## config.mk

```make
export PLATFORM = sky130hd
export DESIGN_NAME = mpu_nested_flat
export DESIGN_NICKNAME = d
export VERILOG_FILES = /design/src/rtl/mpu_nested_if.sv /design/src/rtl/mpu_nested.sv /design/src/flat_wrapper.sv
export SDC_FILE = /design/constraint.sdc
export NUM_CORES = 2
export LEC_CHECK = 0
export ABC_AREA = 1
export CORE_AREA = 3 3 286 499
export CTS_CLUSTER_DIAMETER = 60
export CTS_CLUSTER_SIZE = 14
export DETAILED_ROUTE_END_ITERATION = 8
export DIE_AREA = 0 0 289 502
export PLACE_DENSITY = 0.85
export RECOVER_POWER = 100
export SYNTH_ARGS = -nofsm -noshare
export SYNTH_HDL_FRONTEND = slang
export SYNTH_SLANG_ARGS = --single-unit
```

## constraint.sdc

```tcl
create_clock -name clk -period 8.2 [get_ports clk]
set_clock_uncertainty 0.15 [all_clocks]
set_input_delay 2.46 -clock clk [delete_from_list [all_inputs] [get_ports clk]]
set_output_delay 2.46 -clock clk [all_outputs]
set_load 0.02 [all_outputs]
```

## src/rtl/mpu_nested_if.sv

```systemverilog
// Bus bundle between the load/store stage / CSR unit (master) and the nested MPU (slave).
interface mpu_nested_if #(
  parameter int AddrWidth = 16
);
  logic [AddrWidth-1:0] addr;
  logic [AddrWidth-1:0] sp;
  logic [6:0]           op;
  logic [7:0]           interrupt_prio;
  logic [3:0]           id;
  logic                 csr_enable;
  logic [11:0]          csr_addr;
  logic [4:0]           rs1_zimm;
  logic [31:0]          rs1_data;
  logic [2:0]           csr_op;
  logic [11:0]          vcsr_addr;
  logic [5:0]           vcsr_width;
  logic [4:0]           vcsr_offset;
  logic                 mem_fault_out;
  logic                 nest_overflow;
  logic                 fault_valid;
  logic [AddrWidth-1:0] fault_addr;
  logic [3:0]           fault_id;
  logic                 fault_is_store;

  modport master (
    output addr, sp, op, interrupt_prio, id,
    output csr_enable, csr_addr, rs1_zimm, rs1_data, csr_op,
    output vcsr_addr, vcsr_width, vcsr_offset,
    input  mem_fault_out, nest_overflow, fault_valid, fault_addr, fault_id, fault_is_store
  );

  modport slave (
    input  addr, sp, op, interrupt_prio, id,
    input  csr_enable, csr_addr, rs1_zimm, rs1_data, csr_op,
    input  vcsr_addr, vcsr_width, vcsr_offset,
    output mem_fault_out, nest_overflow, fault_valid, fault_addr, fault_id, fault_is_store
  );
endinterface

```

## src/rtl/mpu_nested.sv

```systemverilog
// Memory protection unit: per-task region table plus a stack window from a nested entry-pointer LIFO.
// Define MPU_FAULT_CAPTURE_EN to add fault capture registers and the fault-clear CSR.
module mpu_nested #(
  parameter int AddrWidth = 16,
  parameter int Tasks     = 9,
  parameter int Regions   = 4,
  parameter int MaxDepth  = 'h100,
  parameter int NestDepth = 8,
  parameter int CsrBase   = 'h400
) (
  input logic       clk,
  input logic       reset,
  mpu_nested_if.slave bus
);

  localparam int Slots = Tasks * Regions;
  localparam int CntW  = $clog2(NestDepth + 1);
  localparam logic [6:0] OpLoad  = 7'b0000011;
  localparam logic [6:0] OpStore = 7'b0100011;

  logic [31:0]          csr_regs    [Slots];
  logic [31:0]          current_map [Regions];
  logic [AddrWidth-1:0] lifo        [NestDepth];
  logic [CntW-1:0]      depth;
  logic [7:0]           last_prio;
  logic                 overflow_q;

  logic [AddrWidth-1:0] ep;
  logic [31:0]          ep_ext, addr_ext, win_lo;
  logic                 is_load, is_store, region_pass, stack_pass, mem_fault;
  logic                 push, pop, full, fault_clear;

  logic                 csr_wide;
  logic [11:0]          csr_target;
  logic [31:0]          csr_src, field_mask, csr_mask, csr_bits;

  function automatic logic region_ok(input logic [31:0] w, input logic [AddrWidth-1:0] a,
                                     input logic st);
    logic [31:0] lo, hi;
    lo = 32'(w[16 +: AddrWidth]);
    hi = lo + {16'd0, w[15:2], 2'b00};
    return (w[15:2] != 14'd0) && (32'(a) >= lo) && (32'(a) < hi) && (st ? w[1] : w[0]);
  endfunction

  function automatic logic [31:0] csr_update(input logic [31:0] old, input logic [1:0] kind,
                                             input logic [31:0] mask, input logic [31:0] bits);
    case (kind)
      2'b01:   return (old & ~mask) | bits;
      2'b10:   return old | bits;
      2'b11:   return old & ~bits;
      default: return old;
    endcase
  endfunction

  assign is_load  = (bus.op == OpLoad);
  assign is_store = (bus.op == OpStore);

  always_comb begin
    ep = '0;
    for (int i = 0; i < NestDepth; i++)
      if (CntW'(i + 1) == depth) ep = lifo[i];
  end

  always_comb begin
    region_pass = 1'b0;
    for (int r = 0; r < Regions; r++)
      if (region_ok(current_map[r], bus.addr, is_store)) region_pass = 1'b1;
  end

  // Window bottom clamps at zero; ep = 0 yields an empty window.
  assign ep_ext     = 32'(ep);
  assign addr_ext   = 32'(bus.addr);
  assign win_lo     = (ep_ext > 32'(MaxDepth)) ? ep_ext - 32'(MaxDepth) : 32'd0;
  assign stack_pass = (addr_ext >= win_lo) && (addr_ext < ep_ext);
  assign mem_fault  = (is_load | is_store) & ~region_pass & ~stack_pass;

  assign bus.mem_fault_out = mem_fault;
  assign bus.nest_overflow = overflow_q;

  assign full = (depth == CntW'(NestDepth));
  assign push = (bus.interrupt_prio > last_prio);
  assign pop  = (bus.interrupt_prio < last_prio);

  // A nonzero vcsr_width turns the access into a field write at vcsr_addr.
  assign csr_wide   = (bus.vcsr_width != 6'd0);
  assign csr_target = csr_wide ? bus.vcsr_addr : bus.csr_addr;
  assign csr_src    = bus.csr_op[2] ? {27'd0, bus.rs1_zimm} : bus.rs1_data;
  assign field_mask = (bus.vcsr_width >= 6'd32) ? 32'hFFFF_FFFF
                                                : ((32'd1 << bus.vcsr_width) - 32'd1);
  assign csr_mask   = csr_wide ? (field_mask << bus.vcsr_offset) : 32'hFFFF_FFFF;
  assign csr_bits   = (csr_wide ? (csr_src << bus.vcsr_offset) : csr_src) & csr_mask;

  always_ff @(posedge clk) begin
    if (reset) begin
      depth      <= '0;
      last_prio  <= '0;
      overflow_q <= 1'b0;
      for (int i = 0; i < NestDepth; i++) lifo[i] <= '0;
      for (int r = 0; r < Regions; r++) current_map[r] <= '0;
      for (int i = 0; i < Slots; i++) csr_regs[i] <= '0;
    end else begin
      last_prio <= bus.interrupt_prio;

      if (push) begin
        if (!full) begin
          for (int i = 0; i < NestDepth; i++)
            if (CntW'(i) == depth) lifo[i] <= bus.sp;
          depth <= depth + 1'b1;
        end
      end else if (pop && depth != '0) begin
        depth <= depth - 1'b1;
      end

      if (push && full)     overflow_q <= 1'b1;
      else if (fault_clear) overflow_q <= 1'b0;

      for (int r = 0; r < Regions; r++) current_map[r] <= '0;
      for (int t = 0; t < Tasks; t++)
        for (int r = 0; r < Regions; r++)
          if (bus.id == 4'(t)) current_map[r] <= csr_regs[t * Regions + r];

      for (int i = 0; i < Slots; i++)
        if (bus.csr_enable && csr_target == 12'(CsrBase + i))
          csr_regs[i] <= csr_update(csr_regs[i], bus.csr_op[1:0], csr_mask, csr_bits);
    end
  end

`ifdef MPU_FAULT_CAPTURE_EN
  localparam logic [11:0] ClearAddr = 12'(CsrBase + Slots);

  logic                 fault_valid_q, fault_is_store_q;
  logic [AddrWidth-1:0] fault_addr_q;
  logic [3:0]           fault_id_q;

  assign fault_clear = bus.csr_enable && (csr_target == ClearAddr);

  // A fault in the clearing cycle re-arms the capture with the new access.
  always_ff @(posedge clk) begin
    if (reset) begin
      fault_valid_q    <= 1'b0;
      fault_addr_q     <= '0;
      fault_id_q       <= '0;
      fault_is_store_q <= 1'b0;
    end else if (mem_fault && (!fault_valid_q || fault_clear)) begin
      fault_valid_q    <= 1'b1;
      fault_addr_q     <= bus.addr;
      fault_id_q       <= bus.id;
      fault_is_store_q <= is_store;
    end else if (fault_clear) begin
      fault_valid_q    <= 1'b0;
    end
  end

  assign bus.fault_valid    = fault_valid_q;
  assign bus.fault_addr     = fault_addr_q;
  assign bus.fault_id       = fault_id_q;
  assign bus.fault_is_store = fault_is_store_q;
`else
  assign fault_clear        = 1'b0;
  assign bus.fault_valid    = 1'b0;
  assign bus.fault_addr     = '0;
  assign bus.fault_id       = '0;
  assign bus.fault_is_store = 1'b0;
`endif

endmodule

```

## src/flat_wrapper.sv

```systemverilog
// flat-port wrapper written by rule: the top's interface ports become plain ports
module mpu_nested_flat 
#(
  parameter int AddrWidth = 16,
  parameter int Tasks     = 9,
  parameter int Regions   = 4,
  parameter int MaxDepth  = 'h100,
  parameter int NestDepth = 8,
  parameter int CsrBase   = 'h400
)
  (clk, reset, bus_addr, bus_sp, bus_op, bus_interrupt_prio, bus_id, bus_csr_enable, bus_csr_addr, bus_rs1_zimm, bus_rs1_data, bus_csr_op, bus_vcsr_addr, bus_vcsr_width, bus_vcsr_offset, bus_mem_fault_out, bus_nest_overflow, bus_fault_valid, bus_fault_addr, bus_fault_id, bus_fault_is_store);
  mpu_nested_if #(.AddrWidth(AddrWidth)) bus_i ();
  input logic clk;
  input logic reset;
  input wire logic [$bits(bus_i.addr)-1:0] bus_addr;
  input wire logic [$bits(bus_i.sp)-1:0] bus_sp;
  input wire logic [$bits(bus_i.op)-1:0] bus_op;
  input wire logic [$bits(bus_i.interrupt_prio)-1:0] bus_interrupt_prio;
  input wire logic [$bits(bus_i.id)-1:0] bus_id;
  input wire logic [$bits(bus_i.csr_enable)-1:0] bus_csr_enable;
  input wire logic [$bits(bus_i.csr_addr)-1:0] bus_csr_addr;
  input wire logic [$bits(bus_i.rs1_zimm)-1:0] bus_rs1_zimm;
  input wire logic [$bits(bus_i.rs1_data)-1:0] bus_rs1_data;
  input wire logic [$bits(bus_i.csr_op)-1:0] bus_csr_op;
  input wire logic [$bits(bus_i.vcsr_addr)-1:0] bus_vcsr_addr;
  input wire logic [$bits(bus_i.vcsr_width)-1:0] bus_vcsr_width;
  input wire logic [$bits(bus_i.vcsr_offset)-1:0] bus_vcsr_offset;
  output wire logic [$bits(bus_i.mem_fault_out)-1:0] bus_mem_fault_out;
  output wire logic [$bits(bus_i.nest_overflow)-1:0] bus_nest_overflow;
  output wire logic [$bits(bus_i.fault_valid)-1:0] bus_fault_valid;
  output wire logic [$bits(bus_i.fault_addr)-1:0] bus_fault_addr;
  output wire logic [$bits(bus_i.fault_id)-1:0] bus_fault_id;
  output wire logic [$bits(bus_i.fault_is_store)-1:0] bus_fault_is_store;
  assign bus_i.addr = bus_addr;
  assign bus_i.sp = bus_sp;
  assign bus_i.op = bus_op;
  assign bus_i.interrupt_prio = bus_interrupt_prio;
  assign bus_i.id = bus_id;
  assign bus_i.csr_enable = bus_csr_enable;
  assign bus_i.csr_addr = bus_csr_addr;
  assign bus_i.rs1_zimm = bus_rs1_zimm;
  assign bus_i.rs1_data = bus_rs1_data;
  assign bus_i.csr_op = bus_csr_op;
  assign bus_i.vcsr_addr = bus_vcsr_addr;
  assign bus_i.vcsr_width = bus_vcsr_width;
  assign bus_i.vcsr_offset = bus_vcsr_offset;
  assign bus_mem_fault_out = bus_i.mem_fault_out;
  assign bus_nest_overflow = bus_i.nest_overflow;
  assign bus_fault_valid = bus_i.fault_valid;
  assign bus_fault_addr = bus_i.fault_addr;
  assign bus_fault_id = bus_i.fault_id;
  assign bus_fault_is_store = bus_i.fault_is_store;
  mpu_nested #(.AddrWidth(AddrWidth), .Tasks(Tasks), .Regions(Regions), .MaxDepth(MaxDepth), .NestDepth(NestDepth), .CsrBase(CsrBase)) u_core (.clk(clk), .reset(reset), .bus(bus_i));
endmodule
```

==> metrics.txt <==
Yosys Warn Count=0; Leak=0.0323 uW; nets=between 8000 and 9000; RR Startpoint=u_core.last_prio[3]; drt total wl=slightly above 300000 um; Slew HR=-131%; worst slew pin tran=between 3 and 4 ns; die area=around 150000 um2; met1 WL=roughly 85000 um; FFs w/ async S/R, synth=0%; leading cell type in the layout, fill and taps excluded=a21oi_1; Setup crit start kind=primary input; IO Pins=about 150; grt ovf=0; Die X=about 290 um; first-pass GRT wire length=approximately 440000 um; Pins Over Slew Limit=about 240; slowest cell on the critical path=clkbuf_1; Initial Util=about 57%; CTS Buf Count=between 100 and 150; I/O Buffers=between 100 and 150; register bit total from synthesis=1421; Peak VDD IR=about 0.2 mV; metal2 WL=136000 um; CP cell instances=dlygate4sd3_1, nor2_4, inv_2, nor2_4, inv_2, clkbuf_2, a21oi_1, nand3_1, nor3b_4, clkbuf_1, nand2_1, o21ai_4, clkbuf_2; Worst Path Max Fanout=51; CP Capture Type=register; flop-to-flop setup slack=around 4.8 ns; Worst setup startpoint=bus_vcsr_width[5]; EDFF count, synth=1376; Top Metal Used=met5; Routed WL per cell=29.2 um; Reg2Reg Depth=8; Clock Sinks=~1400; type of the worst min-delay path=register to register; pre-CTS setup slack=-0.267 ns; status=finished, violations left; initial drt markers=around 13000; Netlist Area Pre-Place=78900 um2; worst flop-to-flop path endpoint=u_core.lifo[0][123]; number of remaining DRC errors=5; synth unique cells=63; CTS root buf=clkbuf_16; row cnt=about 180; crit path DAT=around 8.3 ns; Mean Syn Cell Area=slightly above 9 um2; Tcrit/Tclk final=between 90% and 100%; Max clock buf depth=3; Syn Inst Count=around 8600; DP Wirelength=192000 um; Final TNS setup=0 ns; Worst Hold End=u_core.bus.nest_overflow; layout overhead on the synthesized area=8.38%; share of layout cells above drive strength 1=7.17%; CTS tree=built; Yosys top cell area share=a little over half; PnR worst setup slack=around 0.17 ns; largest net degree at the start of global routing=around 100; FMAX=~120 MHz; clk_lat worst skew=roughly 0.8 ns; Final Setup Violations=0; worst hold start=u_core.bus.nest_overflow; initial antenna violation count=11; Vias/cell=~7.1; required time of the critical path=approximately 8.4 ns; cts hold-fix bufs=0; Power Total=around 17000 uW; pwr dens=a little over 200 nW/um2; top cells by area, synth=edfxtp_1 52%, a21oi_1 8.8%, nand3_1 8.6%; largest area contributor in the netlist=edfxtp_1; core region area=about 140000 um2; most frequent cells in the layout=1387 x a21oi_1, 1376 x edfxtp_1, 1341 x nand3_1; cell total after placement=a little over 10000; gpl congestion=between 1 and 1.5; met3 routed WL=around 46000 um; Final Hold Vio Count=0; CP Class=primary input to register; register area share after synthesis=53.5%; hold path depth=2; H-tree depth=3; Routed Antenna Nets=0; via count=73400; post-route minimum period=8.03 ns; number of max-cap violations=9; clk slew on worst S/H paths=around 0.070 ns; Finished Layout Cells=10400; failing checks=design-rule violations, max-capacitance violations, max-slew violations; number of global-route vias before repair=71500; Most used DFF post-synth=edfxtp_1; Pre-Repair DR Iteration Count=9; die height=502 um; All-Layer GR Usage=between 40% and 50%; crit-path max cell delay=approximately 0.96 ns
[how the worst max path moves through the flow]
| stage | endpoint | depth (start not counted) |
|---|---|---|
| global route | bus_mem_fault_out | 35 |
| floorplan | u_core.csr_regs[0][1088] | 12 |
| CTS | bus_mem_fault_out | 16 |
| detailed placement | bus_mem_fault_out | 16 |
| finish | u_core.csr_regs[0][305] | 13 |
| global placement | bus_mem_fault_out | 16 |
[critical path: cells and delay by family]
family / cells / cell delay, ns
buf+inv: 6 / 3.37
simple gates: 5 / 1.65
compound gates: 2 / 0.76
[area by class of cell]
cell class	count	area, um2
clock inverters	9	194
clock buffers	160	3010
fillers	11300	53600
well taps	1830	2290
inverters	336	1270
multi-input cells	6206	32900
repair buffers	414	3550
flip-flops and latches	1421	42200
diodes	8	20.0
[layer usage]
| metal | up-vias | track usage, % |
|---|---|---|
| met5 | - | 0 |
| met4 | 10 | 38.2 |
| met3 | 1906 | 13.7 |
| met2 | 6897 | 63.8 |
| met1 | 33700 | 42.2 |
| li1 | 30900 | - |
[repair_timing]
action / in CTS / in global routing
setup endpoints to repair: 1 / 1
buffers inserted: 0 / 6
hold endpoints to repair: 0 / 0
resized for setup: 3 / 11
pin swaps: 2 / 1
[state kept, by name (all words and copies together), names as in the netlist]
| name | cells |
|---|---|
| u_core.csr_regs | 1152 |
| u_core.current_map | 128 |
| u_core.lifo | 128 |
| u_core.last_prio | 8 |
| u_core.depth | 4 |
| u_core.bus.nest_overflow | 1 |
[report_power, final]
part | switching, uW | internal [uW]
registers | 242 | 8320
logic | 2540 | 1050
clock network | 2650 | 2550
total | 5430 | 11900
[cell usage after synthesis (14+ instances only)]
cell type	instances
edfxtp_1	1376
nand2_2	41
o31ai_1	32
o221ai_1	40
dfxtp_1	45
o2111ai_1	101
ha_1	225
xor2_1	30
or2_2	79
nor3_1	21
nand2_1	1270
a221oi_1	40
xnor2_1	16
buf_4	52
o21bai_1	15
a31oi_1	32
buf_2	241
o21ai_0	457
inv_2	14
a21oi_1	1387
a22oi_1	27
nor2_1	515
clkbuf_1	393
o21ai_1	27
buf_1	28
inv_1	314
a32oi_1	28
nand3_1	1351
nand4_1	111
o211ai_1	112
[kinds of logic (layout without fill, tap and decap cells)]
kind of cell | count (synthesis) | after routing | synth area share [%]
and+or+nand+nor | 3441 | 3441 | 19.6
AOI/OAI and AO/OA | 2365 | 2365 | 16.9
DFF | 1421 | 1421 | 53.5
buffers and inverters | 1054 | 919 | 5.68
adders and majority gates | 229 | 229 | 3.67
xor gates and xnor gates | 46 | 46 | 0.511
muxes | 7 | 7 | 0.0888
other | 2 | 126 | 0.00952
[through the flow]
step	area, um2	utilization (%)	hold slack, ns
after global placement	82700	59.5	0.286
after global routing	85500	61.5	0.329
after detailed placement	82700	59.5	0.296
after floorplan	79300	-	0.294
final	85500	61.5	0.301
after CTS	85900	61.8	0.307
(Power assumes the default switching activity.)
